--- src/rtl/axis_ctrlsrc_select_mc.sv ---
// Control-source selector: per-channel offset removal, channel select, linear/ln/avg/|x|+1 output.
// Latency: MON 1, ABS 2, control output 3 (ln mode 1); glitch-free switch via FLUSH/HOLD.
// Backpressure: none, streams are valid-only; output is frozen with tvalid low while switching.
module axis_ctrlsrc_select_mc #(
    parameter int N_CH             = 4,
    parameter int SAXIS_DATA_WIDTH = 32,
    parameter int MAXIS_DATA_WIDTH = 32,
    parameter int SHIFT            = 8,
    parameter int ADD_OFFSET       = 1,
    parameter int AVG_LOG2         = 4,
    parameter int SWITCH_HOLDOFF   = 16
) (
    input  logic                             a_clk,
    input  logic                             a_rst,
    input  logic [N_CH*SAXIS_DATA_WIDTH-1:0] S_AXIS_tdata,
    input  logic [N_CH-1:0]                  S_AXIS_tvalid,
    input  logic [N_CH*SAXIS_DATA_WIDTH-1:0] signal_offset,
    input  logic [31:0]                      S_AXIS_LN_tdata,
    input  logic                             S_AXIS_LN_tvalid,
    input  logic [$clog2(N_CH)-1:0]          channel_select,
    input  logic [1:0]                       selection_mode,
    output logic [31:0]                      M_AXIS_ABS_tdata,
    output logic                             M_AXIS_ABS_tvalid,
    output logic [MAXIS_DATA_WIDTH-1:0]      M_AXIS_tdata,
    output logic                             M_AXIS_tvalid,
    output logic [N_CH*SAXIS_DATA_WIDTH-1:0] M_AXIS_MON_tdata,
    output logic [N_CH-1:0]                  M_AXIS_MON_tvalid,
    output logic                             switching
);
    localparam int W     = SAXIS_DATA_WIDTH;
    localparam int CW    = $clog2(N_CH);
    localparam int DEPTH = 1 << AVG_LOG2;
    localparam int SW    = W + AVG_LOG2;
    localparam int CNT_W = $clog2(DEPTH + SWITCH_HOLDOFF) + 1;

    typedef enum logic [1:0] {S_FLUSH, S_HOLD, S_RUN} state_t;

    logic signed [W-1:0]     d_sh [N_CH];
    logic signed [W-1:0]     o_sh [N_CH];
    logic signed [W-1:0]     x    [N_CH];
    logic [N_CH-1:0]         mon_vld;
    logic [CW-1:0]           ch;
    logic [CW-1:0]           prev_ch;
    logic signed [W-1:0]     x_ch;
    logic [W-1:0]            mag;
    logic signed [W-1:0]     sel_x;
    logic signed [W-1:0]     hist [DEPTH];
    logic [AVG_LOG2-1:0]     wp;
    logic signed [SW-1:0]    sum;
    state_t                  state;
    logic [CNT_W-1:0]        cnt;
    logic                    chg;
    logic                    flush_done;
    logic                    hold_done;
    logic                    run_nxt;

    always_comb begin
        for (int k = 0; k < N_CH; k++) begin
            d_sh[k] = $signed(S_AXIS_tdata[k*W +: W]) >>> SHIFT;
            o_sh[k] = '0;
            if (ADD_OFFSET != 0)
                o_sh[k] = $signed(signal_offset[k*W +: W]) >>> SHIFT;
        end
    end

    always_ff @(posedge a_clk or posedge a_rst) begin
        if (a_rst) begin
            for (int k = 0; k < N_CH; k++) x[k] <= '0;
            mon_vld <= '0;
        end else begin
            for (int k = 0; k < N_CH; k++) x[k] <= d_sh[k] + o_sh[k];
            mon_vld <= S_AXIS_tvalid;
        end
    end

    for (genvar g = 0; g < N_CH; g++) begin : g_mon
        assign M_AXIS_MON_tdata[g*W +: W] = x[g];
    end
    assign M_AXIS_MON_tvalid = mon_vld;

    // Out-of-range selects clamp to the last channel
    always_comb begin
        ch = channel_select;
        if ({1'b0, channel_select} >= (CW+1)'(N_CH)) ch = CW'(N_CH - 1);
        x_ch = x[ch];
        mag  = x_ch[W-1] ? W'(-x_ch) : W'(x_ch);
    end

    assign chg        = (prev_ch != ch);
    assign flush_done = (state == S_FLUSH) && (cnt == CNT_W'(DEPTH - 1));
    assign hold_done  = (state == S_HOLD) && (cnt == CNT_W'(SWITCH_HOLDOFF - 1));
    assign run_nxt    = !chg && ((state == S_RUN) || hold_done);

    always_ff @(posedge a_clk or posedge a_rst) begin
        if (a_rst) begin
            sel_x             <= '0;
            M_AXIS_ABS_tdata  <= '0;
            M_AXIS_ABS_tvalid <= 1'b0;
        end else begin
            sel_x             <= x_ch;
            M_AXIS_ABS_tdata  <= 32'(mag + W'(1));
            M_AXIS_ABS_tvalid <= mon_vld[ch];
        end
    end

    // Switch sequencer and boxcar share the history buffer: FLUSH zeroes it slot by slot
    always_ff @(posedge a_clk or posedge a_rst) begin
        if (a_rst) begin
            state     <= S_FLUSH;
            cnt       <= '0;
            wp        <= '0;
            prev_ch   <= '0;
            sum       <= '0;
            switching <= 1'b0;
            for (int i = 0; i < DEPTH; i++) hist[i] <= '0;
        end else begin
            prev_ch   <= ch;
            switching <= !run_nxt;
            if (chg) begin
                state <= S_FLUSH;
                cnt   <= '0;
                wp    <= '0;
                sum   <= '0;
            end else begin
                case (state)
                    S_FLUSH: begin
                        hist[wp] <= '0;
                        wp       <= wp + 1'b1;
                        sum      <= '0;
                        if (flush_done) begin
                            state <= S_HOLD;
                            cnt   <= '0;
                        end else begin
                            cnt <= cnt + 1'b1;
                        end
                    end
                    S_HOLD: begin
                        if (hold_done) begin
                            state <= S_RUN;
                            cnt   <= '0;
                        end else begin
                            cnt <= cnt + 1'b1;
                        end
                    end
                    default: state <= S_RUN;
                endcase
            end
            if (run_nxt && mon_vld[ch]) begin
                sum      <= sum + SW'(x_ch) - SW'(hist[wp]);
                hist[wp] <= x_ch;
                wp       <= wp + 1'b1;
            end
        end
    end

    always_ff @(posedge a_clk or posedge a_rst) begin
        if (a_rst) begin
            M_AXIS_tdata  <= '0;
            M_AXIS_tvalid <= 1'b0;
        end else if (!run_nxt) begin
            M_AXIS_tvalid <= 1'b0;
        end else if (selection_mode == 2'd1) begin
            M_AXIS_tvalid <= S_AXIS_LN_tvalid;
            if (S_AXIS_LN_tvalid) M_AXIS_tdata <= MAXIS_DATA_WIDTH'(S_AXIS_LN_tdata);
        end else begin
            M_AXIS_tvalid <= M_AXIS_ABS_tvalid;
            if (M_AXIS_ABS_tvalid) begin
                case (selection_mode)
                    2'd0:    M_AXIS_tdata <= MAXIS_DATA_WIDTH'(sel_x);
                    2'd2:    M_AXIS_tdata <= MAXIS_DATA_WIDTH'(sum >>> AVG_LOG2);
                    default: M_AXIS_tdata <= MAXIS_DATA_WIDTH'(M_AXIS_ABS_tdata);
                endcase
            end
        end
    end
endmodule
--- config.mk ---
export PLATFORM = sky130hd
export DESIGN_NAME = axis_ctrlsrc_select_mc
export DESIGN_NICKNAME = d
export VERILOG_FILES = /design/src/rtl/axis_ctrlsrc_select_mc.sv
export SDC_FILE = /design/constraint.sdc
export NUM_CORES = 2
export LEC_CHECK = 0
export BUFFER_PORTS_ARGS = -buffer_cell sky130_fd_sc_hd__buf_2
export CAP_MARGIN = 20
export CORE_MARGIN = 4
export CORE_UTILIZATION = 45
export CTS_CLUSTER_SIZE = 8
export DETAILED_ROUTE_END_ITERATION = 7
export GPL_TIMING_DRIVEN = 0
export PLACE_DENSITY = 0.6
export RECOVER_POWER = 50
export SLEW_MARGIN = 10
export SYNTH_ARGS = -nofsm -noshare
export SYNTH_HDL_FRONTEND = slang
export SYNTH_SLANG_ARGS = --single-unit
--- constraint.sdc ---
create_clock -name a_clk -period 31.5 [get_ports a_clk]
set_input_delay 1.575 -clock a_clk [delete_from_list [all_inputs] [get_ports a_clk]]
set_output_delay 1.575 -clock a_clk [all_outputs]
set_load 0.03 [all_outputs]
# Yosys cells after proc, flatten, opt, wreduce, memory -nomap -nowiden
# Index checks and enable logic that the tools add are counted.
# W data, S select, Z words.
[totals]
romBits = 0
memories = 0
input_bits = 299
mem_bits_rw = 0
latchBits = 0
reg_bits = 765
[op_classes]
n_eq_ne = 9
n_mul = 0
bitwise_logic = 4
n_reduce_logical = 15
add_sub_neg = 10
n_shift = 0
div = 0
n_mux = 35
n_lt_le_gt_ge = 4
[op_table]
columns = ["op", "n"]
rows = [
  ["$mux W512", 3],
  ["$and A512 B512 Y512", 1],
  ["$bwmux W512", 1],
  ["$not A512 Y512", 1],
  ["$mux W32", 9],
  ["$bmux W32 S4", 1],
  ["$demux W32 S4", 1],
  ["$mux W36", 3],
  ["$add A24 B24 Y25", 4],
  ["$bmux W32 S2", 1],
  ["$pmux W32 S2", 1],
  ["$add A36 B32 Y36", 1],
  ["$sub A36 B32 Y36", 1],
  ["$add A32 B1 Y32 const B", 1],
  ["$neg A32 Y32", 1],
  ["$mux W6", 3],
  ["$mux W4", 3],
  ["$pmux W6 S2", 1],
  ["$add A6 B1 Y6 const B", 1],
  ["$eq A6 B4 Y1 const B", 1],
  ["$mux W2", 3],
  ["$ne A3 B3 Y1 const B", 2],
  ["$reduce_bool A3 Y1", 2],
  ["$ge A5 B5 Y1 const B", 1],
  ["20 further kinds", 30],
]

# Depth between registers and ports, before layout
[depth]
depth_word = 11
mapped_depth = 22

# Worst setup path before layout
# No wires, ideal clock.
[synth_timing]
path_type = "input to register"
from = "in channel_select[1]"
to = "reg sum[34]"
n_path_buf = 6
required_time_ns = 31.432
slack_ns = 25.068
setup_time_ns = 0.068
arrival_time_ns = 6.363
stages = 19
path_cell_list = "buf_6 -> buf_4 -> buf_4 -> mux2i_1 -> mux2_2 -> clkbuf_1 -> clkbuf_1 -> buf_1 -> fa_1 -> inv_1 -> ha_1 -> a21oi_1 -> o21bai_1 -> a21o_1 -> a21o_1 -> or3_1 -> a21o_1 -> a2111o_1 -> nand3_1"
[synth_between]
elab_chain_cells = 7
word_cells_on_any_way = 15
[synth_rtl]
columns = ["item", "line", "text"]
rows = [
  ["from (decl)", "20", "input logic [$clog2(N_CH)-1:0] channel_select,"],
  ["$not A2 Y3 (implied by the code)", "85", "x_ch = x[ch];"],
  ["$bmux W32 S2", "85", ""],
  ["$mux W32 (implied by the code) (2 in a row)", "85", ""],
  ["$add A36 B32 Y36", "149", "sum <= sum + SW'(x_ch) - SW'(hist[wp]);"],
  ["$sub A36 B32 Y36", "149", ""],
  ["$mux W36", "148", "if (run_nxt && mon_vld[ch]) begin"],
  ["to (signal assigned)", "149", ""],
  ["to (decl)", "49", "logic signed [SW-1:0] sum;"],
]
# Several ways; a longest one is shown, not always the timed one. The select of a mux whose other input is x is not followed.
# A chain may end at the register's enable or synchronous reset.

==> flow_metrics.py <==
metrics = {
    "floorplanning": {
        "start_util_pct": 45.3,
        "dieHeight_um": 306,
        "io_pins": 498,
        "rows": 109,
        "dieArea_mm2": 0.0939,
        "die_x_um": 306,
        "placeableCoreArea_mm2": 0.0884,
    },
    "routing": {
        "viasPerCell": 6.01,
        "drtAntennaViolNets": 0,
        "first_pass_iters": 5,
        "vias": 32287,
        "totalWireLength_um": 143000,
        "wl_per_cell_um": 26.7,
        "drtIter0Drc": 3007,
        "drc_errors": 0,
    },
    "power_and_ir_drop": {
        "netSwitchingFraction_pct": 34.1,
        "switching_power_uw": 955,
        "clkPwrFrac_pct": 36.4,
        "pwr_density_cell_mw_per_mm2": 60.3,
        "p_total_uw": 2800,
        "combPwrFrac_pct": 25.6,
        "ir_drop_mv": 0.0496,
        "power_leakage_uw": 0.0217,
        "p_int_uw": 1850,
        "seqPwrFrac_pct": 37.9,
    },
    "logic_synthesis": {
        "syn_inst": 3626,
        "synth-edff-count": 0,
        "yosysSeqAreaShare_pct": 47.4,
        "ys_warn_count": 0,
        "synthArstFlopShare_pct": 100,
        "synth_area_leaders": "dfrtp_1 (47%), mux4_2 (11%), o21ai_0 (6.0%)",
        "mappedNetlistArea_mm2": 0.0401,
        "ys_types": 88,
        "syn_avg_cell_area_um2": 11.0,
        "synth.top_cell.area_share_pct": 47.4,
        "synth-main-ff-cell": "dfrtp_1",
        "yosys.area.top_type": "dfrtp_1",
        "synth-seq-cells": 758,
    },
    "placed_design": {
        "dp_cells": 5242,
        "dp_hpwl_um": 108000,
        "preCtsSetupSlack_ns": 23.59,
        "gpl.final_weighted_congestion": 0.916,
        "io_buffers": 431,
    },
    "global_route": {
        "antenna_found_initial": 30,
        "grt_pass1_vias": 32335,
        "grt-ovfl-total": 0,
        "groute.usage.overall_pct": 30.3,
        "grt_pass1_wl_um": 213000,
        "grt_max_degree": 118,
    },
    "critical_path": {
        "endpoint_kind": "async pin",
        "slowest_delay_ns": 4.45,
        "arrival_ns": 11.44,
        "cp_top_family": "buffers and inverters",
        "r2r_slack_ns": 24.13,
        "critical_path.slowest_cell": "clkbuf_1",
        "cp-start-kind": "input port",
        "critPathMostFrequentCell": "clkbuf_1",
        "r2r-end": "sum[34]",
        "crit_start": "a_rst",
        "critPathCapture": "M_AXIS_tdata[18]",
        "cp_num_buf_inv": 4,
        "path_depth": 4,
        "cp_max_fo": 117,
        "r2r_cells": 19,
        "cp.required_ns": 30.78,
        "r2r-start": "wp[1]",
        "crit_chain": "buf_2, clkinvlp_2, clkbuf_1, clkbuf_1",
        "crit_type": "in -> async",
    },
    "clock_network": {
        "ctsHoldBuffers": 0,
        "clock_latency_ns": 0.69,
        "htreeDepth": 3,
        "clkSinkCount": 758,
        "cts_tree": "yes",
        "clockRootBuffer": "clkbuf_16",
        "cts_buffers": 105,
        "cts_buffer_depth": 3,
        "post-cts-setup-buffers": 0,
        "cts.repair.resized": 0,
        "clk_pin_slew_ns": 0.05,
    },
    "timing": {
        "finClkSkew_ns": 0.0174,
        "slew_headroom_pct": -309,
        "period_minus_slack_ns": 12.16,
        "setup_violations": 0,
        "slew_violations": 691,
        "post-route-period-util_pct": 38.6,
        "finalHoldViolCount": 0,
        "fmax_mhz": 82.2,
        "max_slew.worst_pin.slew_ns": 6.14,
        "rsz0062_at_grt": "no",
        "hold_ws_ns": 0.469,
        "setup_ws_ns": 19.34,
    },
    "layout": {
        "fillers": 8091,
        "drive_gt1_share_pct": 17.3,
        "syn_to_final_growth_pct": 16.0,
        "layout_commonest_cell": "dfrtp_1",
        "stdcell_count": 5372,
        "final_cell_mix": "dfrtp_1 (758), o21ai_0 (489), nand3_1 (464), clkbuf_1 (355), buf_2 (280)",
        "fin_util_pct": 52.6,
        "fin_nets": 4664,
    },
    "job": {
        "maxCapViolations": 10,
    },
    "run_status": {
        "status": "finished, violations left",
        "violations": "max-capacitance violations, max-slew violations",
    },
    "min_path": {
        "hold_path.class": "reg -> reg",
    },
}
-- per-stage QoR --
step | area, um2 | TNS, ns
after floorplan | 40100 | 0
after global placement | 43700 | -230.07
after detailed placement | 44000 | 0
after CTS | 46800 | 0
after global routing | 46400 | 0
final | 46500 | 0
-- worst min path at each step --
stage / start / end / slack, ns / cells past startpoint
2_1_floorplan: sum[35] / sum[35] / 0.43 / 1
3_3_place_gp: hist[63] / hist[63] / 0.45 / 1
3_5_place_dp: hist[157] / hist[157] / 0.46 / 1
4_1_cts: hist[29] / hist[29] / 0.47 / 1
5_1_grt: hist[29] / hist[29] / 0.48 / 1
6_report: hist[286] / hist[286] / 0.47 / 1
-- Yosys cell counts, types with 56 or more instances --
cell        n
buf_1      56
inv_1     172
a21o_1    178
dfrtp_1   758
xnor2_1   119
a21oi_1   110
o21ai_0   484
mux4_2    195
clkbuf_1  185
nand2_1   103
ha_1      140
nand3_1   464
nor2_1    100
-- sequential cells by signal (all words and copies together), names as in the netlist --
name	flops
wp	4
M_AXIS_ABS_tdata	32
M_AXIS_tvalid	1
state	2
M_AXIS_MON_tdata	100
M_AXIS_tdata	32
sum	36
switching	1
M_AXIS_MON_tvalid	4
cnt	6
prev_ch	2
M_AXIS_ABS_tvalid	1
sel_x	25
hist	512
-- logic make-up after synthesis --
group | count (synthesis) | share of synthesized area (%)
compound gates | 933 | 14.0
other cells | 1 | 0.00936
xor+xnor | 152 | 3.32
flops | 758 | 47.4
simple gates | 845 | 10.7
buf+inv | 468 | 4.75
fa+ha+maj | 179 | 6.32
mux | 290 | 13.5
-- routing by layer --
| layer | wire length [um] | up-vias | track usage [%] | share of wire (%) |
|---|---|---|---|---|
| met5 | 180 | - | 0 | 0.13 |
| met4 | 7500 | 26 | 13.2 | 5.2 |
| met3 | 12000 | 340 | 7.26 | 8.3 |
| met2 | 67800 | 1385 | 49.1 | 47 |
| met1 | 55800 | 16348 | 39.1 | 39 |
| li1 | - | 14188 | - | - |
-- power by group through the flow --
stage	clock network [uW]	logic, uW	registers [uW]
5_1_grt	1070	774	1070
4_1_cts	1030	729	1060
2_1_floorplan	0	403	1140
3_5_place_dp	0	725	1080
3_3_place_gp	0	717	1080
6_report	1020	719	1060
-- area by class of cell --
cell class | instances | area (um2) | area share (%)
antenna | 10 | 25.0 | 0.0539
buffer | 283 | 1190 | 2.57
clock buffer | 110 | 2670 | 5.74
clock inverter | 8 | 135 | 0.291
inverter | 185 | 696 | 1.50
multi-input combinational | 2406 | 19200 | 41.3
sequential | 758 | 19000 | 40.8
tap | 1165 | 1460 | 3.14
timing repair buffer | 447 | 2130 | 4.58
No activity file was read; power rests on OpenSTA's default activity.
